--- src/rtl/mdu_ctrl.sv ---
// mdu_ctrl: iterative multiply/divide sequencer for the EX stage.
//
// Computes MULT, MULTU, DIV and DIVU one bit per cycle, holding the pipeline
// through stallreq_for_md while busy. The HI/LO pair is presented on hi_o/lo_o
// together with a one-cycle md_done pulse, which EX turns into the hi/lo write.
//
// Ports:
//   clk              pipeline clock, rising edge
//   rst              asynchronous, active-high reset
//   md_op            {inst_div, inst_divu, inst_mult, inst_multu}, one-hot or zero
//   md_src1          rs value (dividend / multiplicand)
//   md_src2          rt value (divisor / multiplier)
//   annul            flush: cancels the current or pending operation
//   stallreq_for_md  freeze IF..EX while an operation is starting or in flight
//   md_done          one-cycle pulse, hi_o/lo_o valid
//   hi_o             remainder (div) or upper product half (mult)
//   lo_o             quotient (div) or lower product half (mult)
module mdu_ctrl #(
  parameter int unsigned WIDTH = 32
) (
  input  logic             clk,
  input  logic             rst,
  input  logic [3:0]       md_op,
  input  logic [WIDTH-1:0] md_src1,
  input  logic [WIDTH-1:0] md_src2,
  input  logic             annul,
  output logic             stallreq_for_md,
  output logic             md_done,
  output logic [WIDTH-1:0] hi_o,
  output logic [WIDTH-1:0] lo_o
);

  localparam int unsigned CntW = 6;

  typedef enum logic [1:0] {StIdle, StCalc, StDone} state_e;

  state_e state_q, state_d;

  // Two's-complement negation helpers.
  function automatic logic [WIDTH-1:0] neg_w(input logic [WIDTH-1:0] x);
    return ~x + WIDTH'(1);
  endfunction

  function automatic logic [2*WIDTH-1:0] neg_2w(input logic [2*WIDTH-1:0] x);
    return ~x + (2*WIDTH)'(1);
  endfunction

  // ---------------------------------------------------------------------------
  // Operation decode (only meaningful in StIdle)
  // ---------------------------------------------------------------------------
  logic             op_div, op_divu, op_mult;
  logic             is_div_op, signed_op, start, div_by_zero;
  logic             s1, s2;
  logic [WIDTH-1:0] mag1, mag2;

  assign op_div      = md_op[3];
  assign op_divu     = md_op[2];
  assign op_mult     = md_op[1];
  assign is_div_op   = op_div | op_divu;
  assign signed_op   = op_div | op_mult;
  assign start       = (md_op != 4'b0000) && !annul;
  assign div_by_zero = is_div_op && (md_src2 == '0);

  // Operand signs are only honoured for signed ops; unsigned ops latch raw.
  // The most negative value negates to itself, which is the correct
  // unsigned magnitude.
  assign s1   = signed_op & md_src1[WIDTH-1];
  assign s2   = signed_op & md_src2[WIDTH-1];
  assign mag1 = s1 ? neg_w(md_src1) : md_src1;
  assign mag2 = s2 ? neg_w(md_src2) : md_src2;

  // ---------------------------------------------------------------------------
  // Datapath registers
  //   src_q : multiplicand (mult) or divisor (div)
  //   acc_q : mult -> {partial product, remaining multiplier bits}
  //           div  -> {partial remainder, dividend bits / quotient bits}
  // ---------------------------------------------------------------------------
  logic [CntW-1:0]    cnt_q, cnt_d;
  logic [WIDTH-1:0]   src_q, src_d;
  logic [2*WIDTH-1:0] acc_q, acc_d;
  logic               is_div_q, is_div_d;
  logic               q_neg_q, q_neg_d;
  logic               r_neg_q, r_neg_d;
  logic [WIDTH-1:0]   hi_q, hi_d;
  logic [WIDTH-1:0]   lo_q, lo_d;

  logic last_step;
  assign last_step = (cnt_q == CntW'(WIDTH - 1));

  // Multiply step: add the multiplicand to the upper half when the current
  // multiplier LSB is set, then shift the whole accumulator right by one.
  logic [WIDTH:0]     add_sum;
  logic [2*WIDTH-1:0] mul_next;

  assign add_sum  = {1'b0, acc_q[2*WIDTH-1:WIDTH]} + (acc_q[0] ? {1'b0, src_q} : '0);
  assign mul_next = {add_sum, acc_q[WIDTH-1:1]};

  // Restoring divide step: shift in the next dividend bit and subtract the
  // divisor if it fits. part_rem is one bit wider than the operands so the
  // shifted remainder can never overflow.
  logic [WIDTH:0]     part_rem;
  logic [WIDTH-1:0]   diff;
  logic               q_bit;
  logic [WIDTH-1:0]   new_rem;
  logic [2*WIDTH-1:0] div_next;

  assign part_rem = {acc_q[2*WIDTH-1:WIDTH], acc_q[WIDTH-1]};
  assign q_bit    = (part_rem >= {1'b0, src_q});
  // When q_bit is set the true difference is below the divisor, so the
  // truncated subtraction is exact.
  assign diff     = part_rem[WIDTH-1:0] - src_q;
  assign new_rem  = q_bit ? diff : part_rem[WIDTH-1:0];
  assign div_next = {new_rem, acc_q[WIDTH-2:0], q_bit};

  // Sign fix-up applied to the final step's value.
  logic [2*WIDTH-1:0] prod_fix;
  logic [WIDTH-1:0]   quo_fix, rem_fix;
  logic [WIDTH-1:0]   res_hi, res_lo;

  assign prod_fix = q_neg_q ? neg_2w(mul_next) : mul_next;
  assign quo_fix  = q_neg_q ? neg_w(div_next[WIDTH-1:0]) : div_next[WIDTH-1:0];
  assign rem_fix  = r_neg_q ? neg_w(div_next[2*WIDTH-1:WIDTH]) : div_next[2*WIDTH-1:WIDTH];
  assign res_hi   = is_div_q ? rem_fix : prod_fix[2*WIDTH-1:WIDTH];
  assign res_lo   = is_div_q ? quo_fix : prod_fix[WIDTH-1:0];

  // ---------------------------------------------------------------------------
  // FSM: state register
  // ---------------------------------------------------------------------------
  always_ff @(posedge clk or posedge rst) begin
    if (rst) begin
      state_q <= StIdle;
    end else begin
      state_q <= state_d;
    end
  end

  // ---------------------------------------------------------------------------
  // FSM: next state
  // ---------------------------------------------------------------------------
  always_comb begin
    state_d = state_q;
    case (state_q)
      StIdle: begin
        if (start) begin
          state_d = div_by_zero ? StDone : StCalc;
        end
      end
      StCalc: begin
        if (annul) begin
          state_d = StIdle;
        end else if (last_step) begin
          state_d = StDone;
        end
      end
      StDone: begin
        state_d = StIdle;
      end
      default: state_d = StIdle;
    endcase
  end

  // ---------------------------------------------------------------------------
  // FSM: outputs
  // ---------------------------------------------------------------------------
  always_comb begin
    md_done         = 1'b0;
    stallreq_for_md = 1'b0;
    case (state_q)
      StIdle: stallreq_for_md = !rst && start;
      StCalc: stallreq_for_md = !rst && !annul;
      StDone: md_done         = !annul;
      default: ;
    endcase
  end

  assign hi_o = hi_q;
  assign lo_o = lo_q;

  // ---------------------------------------------------------------------------
  // Datapath next-state
  // ---------------------------------------------------------------------------
  always_comb begin
    cnt_d    = cnt_q;
    src_d    = src_q;
    acc_d    = acc_q;
    is_div_d = is_div_q;
    q_neg_d  = q_neg_q;
    r_neg_d  = r_neg_q;
    hi_d     = hi_q;
    lo_d     = lo_q;
    case (state_q)
      StIdle: begin
        if (start) begin
          cnt_d    = '0;
          is_div_d = is_div_op;
          q_neg_d  = s1 ^ s2;
          r_neg_d  = op_div & s1;
          if (div_by_zero) begin
            // Results go straight to the output registers; no iteration.
            hi_d = md_src1;
            lo_d = '1;
          end else if (is_div_op) begin
            src_d = mag2;
            acc_d = {{WIDTH{1'b0}}, mag1};
          end else begin
            src_d = mag1;
            acc_d = {{WIDTH{1'b0}}, mag2};
          end
        end
      end
      StCalc: begin
        if (!annul) begin
          acc_d = is_div_q ? div_next : mul_next;
          cnt_d = cnt_q + CntW'(1);
          if (last_step) begin
            hi_d = res_hi;
            lo_d = res_lo;
          end
        end
      end
      default: ;
    endcase
  end

  always_ff @(posedge clk or posedge rst) begin
    if (rst) begin
      cnt_q    <= '0;
      src_q    <= '0;
      acc_q    <= '0;
      is_div_q <= 1'b0;
      q_neg_q  <= 1'b0;
      r_neg_q  <= 1'b0;
      hi_q     <= '0;
      lo_q     <= '0;
    end else begin
      cnt_q    <= cnt_d;
      src_q    <= src_d;
      acc_q    <= acc_d;
      is_div_q <= is_div_d;
      q_neg_q  <= q_neg_d;
      r_neg_q  <= r_neg_d;
      hi_q     <= hi_d;
      lo_q     <= lo_d;
    end
  end

endmodule

--- config.mk ---
export PLATFORM = sky130hd
export DESIGN_NAME = mdu_ctrl
export DESIGN_NICKNAME = d
export VERILOG_FILES = /design/src/rtl/mdu_ctrl.sv
export SDC_FILE = /design/constraint.sdc
export NUM_CORES = 1
export LEC_CHECK = 0
export CAP_MARGIN = 5
export CORE_MARGIN = 2
export CORE_UTILIZATION = 45
export CTS_CLUSTER_DIAMETER = 50
export DETAILED_ROUTE_END_ITERATION = 7
export PLACE_DENSITY = 0.74
export SETUP_SLACK_MARGIN = 0.4
export SLEW_MARGIN = 20
export SYNTH_ARGS = -nofsm -noshare
export SYNTH_HDL_FRONTEND = slang
export SYNTH_SLANG_ARGS = --single-unit
--- constraint.sdc ---
create_clock -name clk -period 9.8 [get_ports clk]
set_input_delay 1.96 -clock clk [delete_from_list [all_inputs] [get_ports clk]]
set_output_delay 1.96 -clock clk [all_outputs]
set_load 0.02 [all_outputs]
==> results of run 1 <==
[critical path: cells and delay by family]
kind                   cells  cell delay [ns]
buffers and inverters      2             1.10
AND/OR/NAND/NOR            2             0.68
AO/OA/AOI/OAI              1             0.25
[power by group through the flow]
stage	Combinational (mW)	Clock, mW	Sequential [mW]
finish	4.47	0.753	1.08
global route	4.82	0.784	1.09
CTS	4.36	0.746	1.07
detailed placement	4.33	0	1.08
global placement	4.29	0	1.07
floorplan	3.26	0	0.935
[cells by family (layout without fill, tap and decap cells)]
family / Yosys count / count (layout) / share of synthesized area [%]
and+or+nand+nor: 906 / 906 / 23.8
AOI/OAI and AO/OA: 761 / 761 / 26.6
buffers and inverters: 236 / 263 / 5.17
xor gates and xnor gates: 205 / 205 / 10.0
DFF: 171 / 171 / 23.9
muxes: 95 / 95 / 5.36
adders and majority gates: 72 / 72 / 5.11
other: 0 / 1 / 0
[cells in the mapped netlist (all sizes together), types with 23 or more instances]
cell | count | share of area, %
a211oi | 23 | 1.1
nand3 | 33 | 0.95
xor2 | 105 | 5.1
mux2i | 87 | 4.9
buf | 34 | 0.90
ha | 70 | 4.9
o21ai | 218 | 6.1
nand4 | 31 | 1.1
o211ai | 29 | 1.2
or3 | 36 | 1.3
nor2 | 298 | 6.2
inv | 66 | 1.4
o31ai | 40 | 1.7
nand2 | 289 | 6.1
and2 | 24 | 0.84
a21oi | 240 | 6.7
xnor2 | 100 | 4.9
a31oi | 47 | 1.6
dfrtp | 171 | 24
nor3 | 51 | 1.4
clkbuf | 136 | 2.9
nor4 | 26 | 1.1
or4 | 23 | 0.98
[metrics by stage]
step / util [%] / total power, mW
5_1_grt: 51.0 / 6.70
2_1_floorplan: - / 4.19
6_report: 51.0 / 6.29
4_1_cts: 51.0 / 6.18
3_3_place_gp: 49.4 / 5.36
3_5_place_dp: 49.4 / 5.41
[worst max-delay path by stage]
stage                                 to  slack [ns]  cells after the start
finish                   stallreq_for_md        3.86                      5
detailed placement   lo_o[4]$_DFFE_PP0P_        3.64                     13
global placement     hi_o[0]$_DFFE_PP0P_        3.81                     13
CTS                      stallreq_for_md        3.91                      4
global route        hi_o[26]$_DFFE_PP0P_        3.59                     18
floorplan                stallreq_for_md        1.73                      2
[layer usage]
| metal | GRT usage, % | wire length, µm | vias to the layer above |
|---|---|---|---|
| met5 | 0 | 0 | - |
| met4 | 15.3 | 3530 | 0 |
| met2 | 50.1 | 30200 | 1023 |
| met1 | 45.9 | 29300 | 9167 |
| met3 | 5.58 | 6530 | 158 |
| li1 | - | - | 8836 |
[sequential cells by signal (all words and copies together) (netlist names)]
signal and cells:
acc_q 64, hi_o 32, lo_o 32, src_q 32, cnt_q 6, state_q 2, is_div_q 1, q_neg_q 1
r_neg_q 1
[layout make-up]
cell class | instances | area share (%)
inverter | 66 | 1.25
sequential | 171 | 21.2
timing repair buffer | 165 | 7.83
antenna | 1 | 0.0124
tap | 525 | 3.26
multi-input combinational | 2039 | 63.3
clock inverter | 11 | 0.775
clock buffer | 21 | 2.38
==> results by group, run 1 <==
Status
  • Status: complete, no violations

Timing
  • Final Worst Setup Slack: 3.86 ns
  • RSZ-0062 raised after global routing: no
  • Max Freq: 0.168 GHz
  • Normalized max-slew margin: 24.3%
  • Hold Slack: 0.488 ns
  • Period utilization: 60.7%
  • Min cycle time layout: 5.94 ns
  • Setup violations, final: 0
  • Fin Clk Skew: 0.0147 ns
  • Least-Margin Pin Slew: 1.11 ns
  • Max Slew Vio Count: 0
  • Final number of hold-violating endpoints: 0
  • Setup TNS: 0 ns

Power and ir drop
  • Clk network pwr share: 12.0%
  • Combinational share of power: 71.0%
  • Sequential Power Share: 17.1%
  • Switching share of power: 54.9%
  • Pwr Density: 312 nW/µm²
  • Switching power: 3.45 mW
  • Worst VDD drop: 0.000199 V
  • Leakage: 8.65 nW
  • Int Power: 2.84 mW

Floorplanning
  • Die X: 204 µm
  • Die Footprint: 41400 µm²
  • Core footprint: 39500 µm²
  • Number of placement rows: 73
  • Starting Density: 45.3%
  • I/O pins: 137
  • Die height: 204 µm

Final layout
  • Area of the multi-input gates: 12800 µm²
  • Commonest non-fill, non-tap cell in the layout: nor2_1
  • Design Area, Final: 20200 µm²
  • Share of cells above drive strength 1: 5.30%
  • Final non-filler cell total: 2999
  • Layout fillers: 3827
  • Register area: 4280 µm²
  • Nets@finish: 2603
  • P&R area growth vs syn: 12.6%
  • Most frequent cells in the layout: nor2_1, nand2_1, a21oi_1

Drt
  • First-pass DRT Iterations: 8
  • Avg WL per Cell: 23.2 µm
  • Vias per inst: 6.40
  • Post-Route WL: 69500 µm
  • Remaining antenna violation count: 0
  • DR DRC count: 0
  • DR iter-0 viols: 2092
  • Vias post-DR: 19200

Global route
  • Grt total ovfl: 0
  • Initial antenna violation count: 3
  • Largest net degree at the start of global routing: 93
  • Total Routing Usage GR: 33.0%
  • Number of global-route vias before repair: 17700
  • First-pass GRT wire length: 106000 µm

Yosys
  • Seq/Total Area, Yosys: 23.9%
  • Synthesized netlist net count: 2589
  • Post-synthesis instance total: 2446
  • Post-synthesis cell type count: 99
  • Cell Area, Synth: 17900 µm²
  • Post-synth EDFFs: 0
  • Yosys warnings: 0
  • Ys async rst share: 100%
  • Ys flop type: dfrtp_1
  • Post-Syn Area per Cell: 7.33 µm²
  • Register bit count reported by yosys: 171

CTS
  • Clk Latency, worst-skew pair: 0.45 ns
  • Hold buffer count at CTS: 0
  • CTS clk-pin slew, worst paths: 0.06 ns
  • H-tree Lvls: 4
  • TritonCTS clock tree: done
  • CTS Buffer Depth: 2
  • Post-CTS Resized: 0
  • Post CTS Setup Buffer Count: 0
  • Number of buffers created by CTS: 17
  • Clock root cell: clkbuf_16
  • Clock Sinks: 171

Critical path
  • Cell mode on critical path: clkdlybuf4s50_1
  • Req. time, crit path: 7.84 ns
  • FF-to-FF Start: acc_q[44]$_DFFE_PP0P_
  • Critical Path End Type: primary output
  • Critical path class: in2out
  • Critical-path top delay cell: clkdlybuf4s50_1
  • CP startpoint: md_op[3]
  • RR Endpoint: hi_o[30]$_DFFE_PP0P_
  • CP arrival: 3.98 ns
  • Crit-path max FO: 7
  • Cells on worst reg2reg path: 18
  • R2R setup slack: 3.89 ns
  • Delay of the slowest critical-path stage: 0.57 ns
  • Crit-path cells: clkdlybuf4s50_1, nor2_1, nand2_1, o211a_1, clkdlybuf4s50_1
  • Critical Path Start Type: input port

Placement
  • Final GP Congestion: 0.965
  • Area after DPL: 19500 µm²
  • Detailed placer's ending HPWL: 53900 µm
  • Port Buffers: 136
  • Placed Cells: 2966
  • Post-place setup slack: 3.64 ns

Min path
  • WHS Endpoint: src_q[8]$_DFFE_PP0P_
  • Hold Path Cell Cnt: 2
  • Hold crit path type: reg2reg
  • Hold path start: src_q[8]$_DFFE_PP0P_

Flow run
  • Max-capacitance violation count: 0
Power figures use the tool's default switching activity.
==> run 2: changes to the inputs <==
clock period = 6 ns   (was 9.8 ns; I/O delays follow)
==> results by group, run 2 (same netlist as run 1, synthesis figures left out) <==
Status
  • Status: complete, no violations

Timing
  • Fin Clk Skew: 0.0175 ns (+0.00276 ns)
  • Max Freq: 0.183 GHz
  • Least-Margin Pin Slew: 1.09 ns (-0.0207 ns)
  • Setup violations, final: 0 (unchanged)
  • Setup TNS: 0 ns (unchanged)
  • Min cycle time layout: 5.47 ns
  • Final Worst Setup Slack: 0.535 ns (-3.32 ns)
  • Max Slew Vio Count: 0 (unchanged)
  • Period utilization: 91.1%
  • RSZ-0062 raised after global routing: no
  • Final number of hold-violating endpoints: 0 (unchanged)
  • Normalized max-slew margin: 27.1% (+2.8 points)

Critical path
  • R2R setup slack: 0.53 ns (-3.36 ns)
  • CP arrival: 5.79 ns (+1.81 ns)
  • Critical Path End Type: register
  • RR Endpoint: hi_o[26]$_DFFE_PP0P_
  • Critical Path Start Type: register
  • Cells on worst reg2reg path: 15 (-3)
  • Critical path class: reg2reg
  • Crit-path max FO: 19 (+12)
  • Crit path to: hi_o[26]$_DFFE_PP0P_
  • FF-to-FF Start: acc_q[0]$_DFFE_PP0P_
  • CP startpoint: acc_q[0]$_DFFE_PP0P_
  • Req. time, crit path: 6.33 ns (-1.51 ns)

CTS
  • H-tree Lvls: 4 (unchanged)
  • Number of buffers created by CTS: 17 (unchanged)
  • Clk Latency, worst-skew pair: 0.46 ns (about the same)
  • Clock root cell: clkbuf_16
  • TritonCTS clock tree: done
  • CTS clk-pin slew, worst paths: 0.07 ns (about the same)
  • CTS Buffer Depth: 2 (unchanged)
  • Hold buffer count at CTS: 0 (unchanged)
  • Clock Sinks: 171 (unchanged)

Power and ir drop
  • Worst VDD drop: 0.000234 V (+17%)
  • Pwr Density: 514 nW/µm² (+65%)
  • Leakage: 8.67 nW (+0.26%)

Drt
  • Avg WL per Cell: 23.6 µm (+1.6%)
  • Remaining antenna violation count: 0 (unchanged)
  • DR DRC count: 0 (unchanged)
  • Vias per inst: 6.48 (+1.3%)
  • First-pass DRT Iterations: 6 (-2)
  • Vias post-DR: 19500 (+1.7%)
  • DR iter-0 viols: 2588 (+24%)
  • Post-Route WL: 71000 µm (+2.1%)

Final layout
  • Area of the multi-input gates: 12800 µm² (+0.35%)
  • P&R area growth vs syn: 13.2%
  • Most frequent cells in the layout: nor2_1, nand2_1, a21oi_1
  • Register area: 4280 µm² (unchanged)
  • Commonest non-fill, non-tap cell in the layout: nor2_1
  • Share of cells above drive strength 1: 5.91% (+0.62 points)
  • Reg with most FFs: acc_q
  • Nets@finish: 2617 (+0.54%)
  • Layout fillers: 3830 (+0.078%)
  • Max FFs per register: 64 (unchanged)

Global route
  • Initial antenna violation count: 1 (-2)
  • Largest net degree at the start of global routing: 96 (+3.2%)
  • Grt total ovfl: 0 (unchanged)
  • Number of global-route vias before repair: 17800 (+0.84%)
  • First-pass GRT wire length: 108000 µm (+2.5%)
  • Total Routing Usage GR: 33.9% (+0.82 points)

Floorplanning
  • Die X: 204 µm (unchanged)
  • Number of placement rows: 73 (unchanged)
  • I/O pins: 137 (unchanged)
  • Die height: 204 µm (unchanged)
  • Starting Density: 45.3% (unchanged)
  • Die Footprint: 41400 µm² (unchanged)
  • Core footprint: 39500 µm² (unchanged)

Placement
  • Port Buffers: 136 (unchanged)
  • Detailed placer's ending HPWL: 54500 µm (+1.1%)
  • Final GP Congestion: 1.01 (+5.0%)
  • Post-place setup slack: 0.426 ns (-3.22 ns)

Min path
  • Hold crit path type: reg2reg

Flow run
  • Max-capacitance violation count: 0 (unchanged)
run 2: changes by cell type in the layout (fill, tap and decap cells not counted), moves of 2 or more:
cell | before | now
clkbuf_8 | 4 | 1
ha_2 | 0 | 3
clkinv_4 | 4 | 1
clkbuf_1 | 0 | 2
buf_4 | 29 | 42
clkinvlp_4 | 0 | 4
ha_1 | 70 | 67
run 2: layout make-up:
| type | instances | area share (%) |
|---|---|---|
| Clock buffer | 20 | 2.20 |
| Clock inverter | 11 | 0.666 |
| Inverter | 66 | 1.24 |
| Sequential cell | 171 | 21.1 |
| Antenna cell | 2 | 0.0247 |
| Multi-Input combinational cell | 2039 | 63.1 |
| Tap cell | 525 | 3.24 |
| Timing Repair Buffer | 179 | 8.37 |
run 2: repair_timing:
action,4_1_cts,5_1_grt
endpoints found under the setup margin,0,7
setup buffers,0,3
hold endpoints to repair,0,0
gates resized for setup,0,10
run 2: worst min path at each step:
stage                           from               endpoint  slack (ns)  depth (start not counted)
3_5_place_dp     hi_o[1]$_DFFE_PP0P_    hi_o[1]$_DFFE_PP0P_        0.47                          2
3_3_place_gp   src_q[29]$_DFFE_PP0P_  src_q[29]$_DFFE_PP0P_        0.47                          2
4_1_cts        src_q[11]$_DFFE_PP0P_  src_q[11]$_DFFE_PP0P_        0.49                          2
6_report        src_q[6]$_DFFE_PP0P_   src_q[6]$_DFFE_PP0P_        0.48                          2
5_1_grt        src_q[13]$_DFFE_PP0P_  src_q[13]$_DFFE_PP0P_        0.52                          2
2_1_floorplan  src_q[11]$_DFFE_PP0P_  src_q[11]$_DFFE_PP0P_        0.45                          2
run 2: where the power goes:
part / switching (mW) / internal [mW] / total, mW
Clock: 0.549 / 0.631 / 1.18
Sequential: 0.368 / 1.36 / 1.73
Combinational: 4.89 / 2.62 / 7.51
Total: 5.81 / 4.61 / 10.4
run 2: critical path, cell delays in order (launching register included):
cell and delay [ns]:
dfrtp_1 0.45, inv_1 0.55, buf_4 0.40, nor2_1 0.07, ha_1 0.37, nand2_1 0.21, a21oi_1 0.05, a21boi_0 0.52
nand2_1 0.30, xor2_1 0.29, or3_1 0.48, or4_1 0.55, or4_1 0.57, o21ai_0 0.27, xor2_1 0.17, o21ai_0 0.08
run 2: stage by stage:
step / instances / hold slack [ns] / power, mW / util, % / area, µm²
final: 3013 / 0.484 / 10.4 / 51.3 / 20300
after global routing: 3011 / 0.517 / 11.0 / 51.3 / 20300
after CTS: 3008 / 0.488 / 10.1 / 51.1 / 20200
after detailed placement: 2977 / 0.473 / 8.91 / 49.6 / 19600
after global placement: 2977 / 0.469 / 8.85 / 49.6 / 19600
after floorplan: 2446 / 0.450 / 6.84 / - / 17900
run 2: per-layer routing:
| metal | wire, µm | track usage, % | vias to the layer above | share of wire, % |
|---|---|---|---|---|
| met4 | 3520 | 15.2 | 0 | 5.0 |
| met5 | 0 | 0 | - | 0 |
| met1 | 30200 | 47.9 | 9358 | 43 |
| met2 | 30200 | 50.2 | 1139 | 42 |
| met3 | 7150 | 6.02 | 168 | 10 |
| li1 | - | - | 8850 | - |
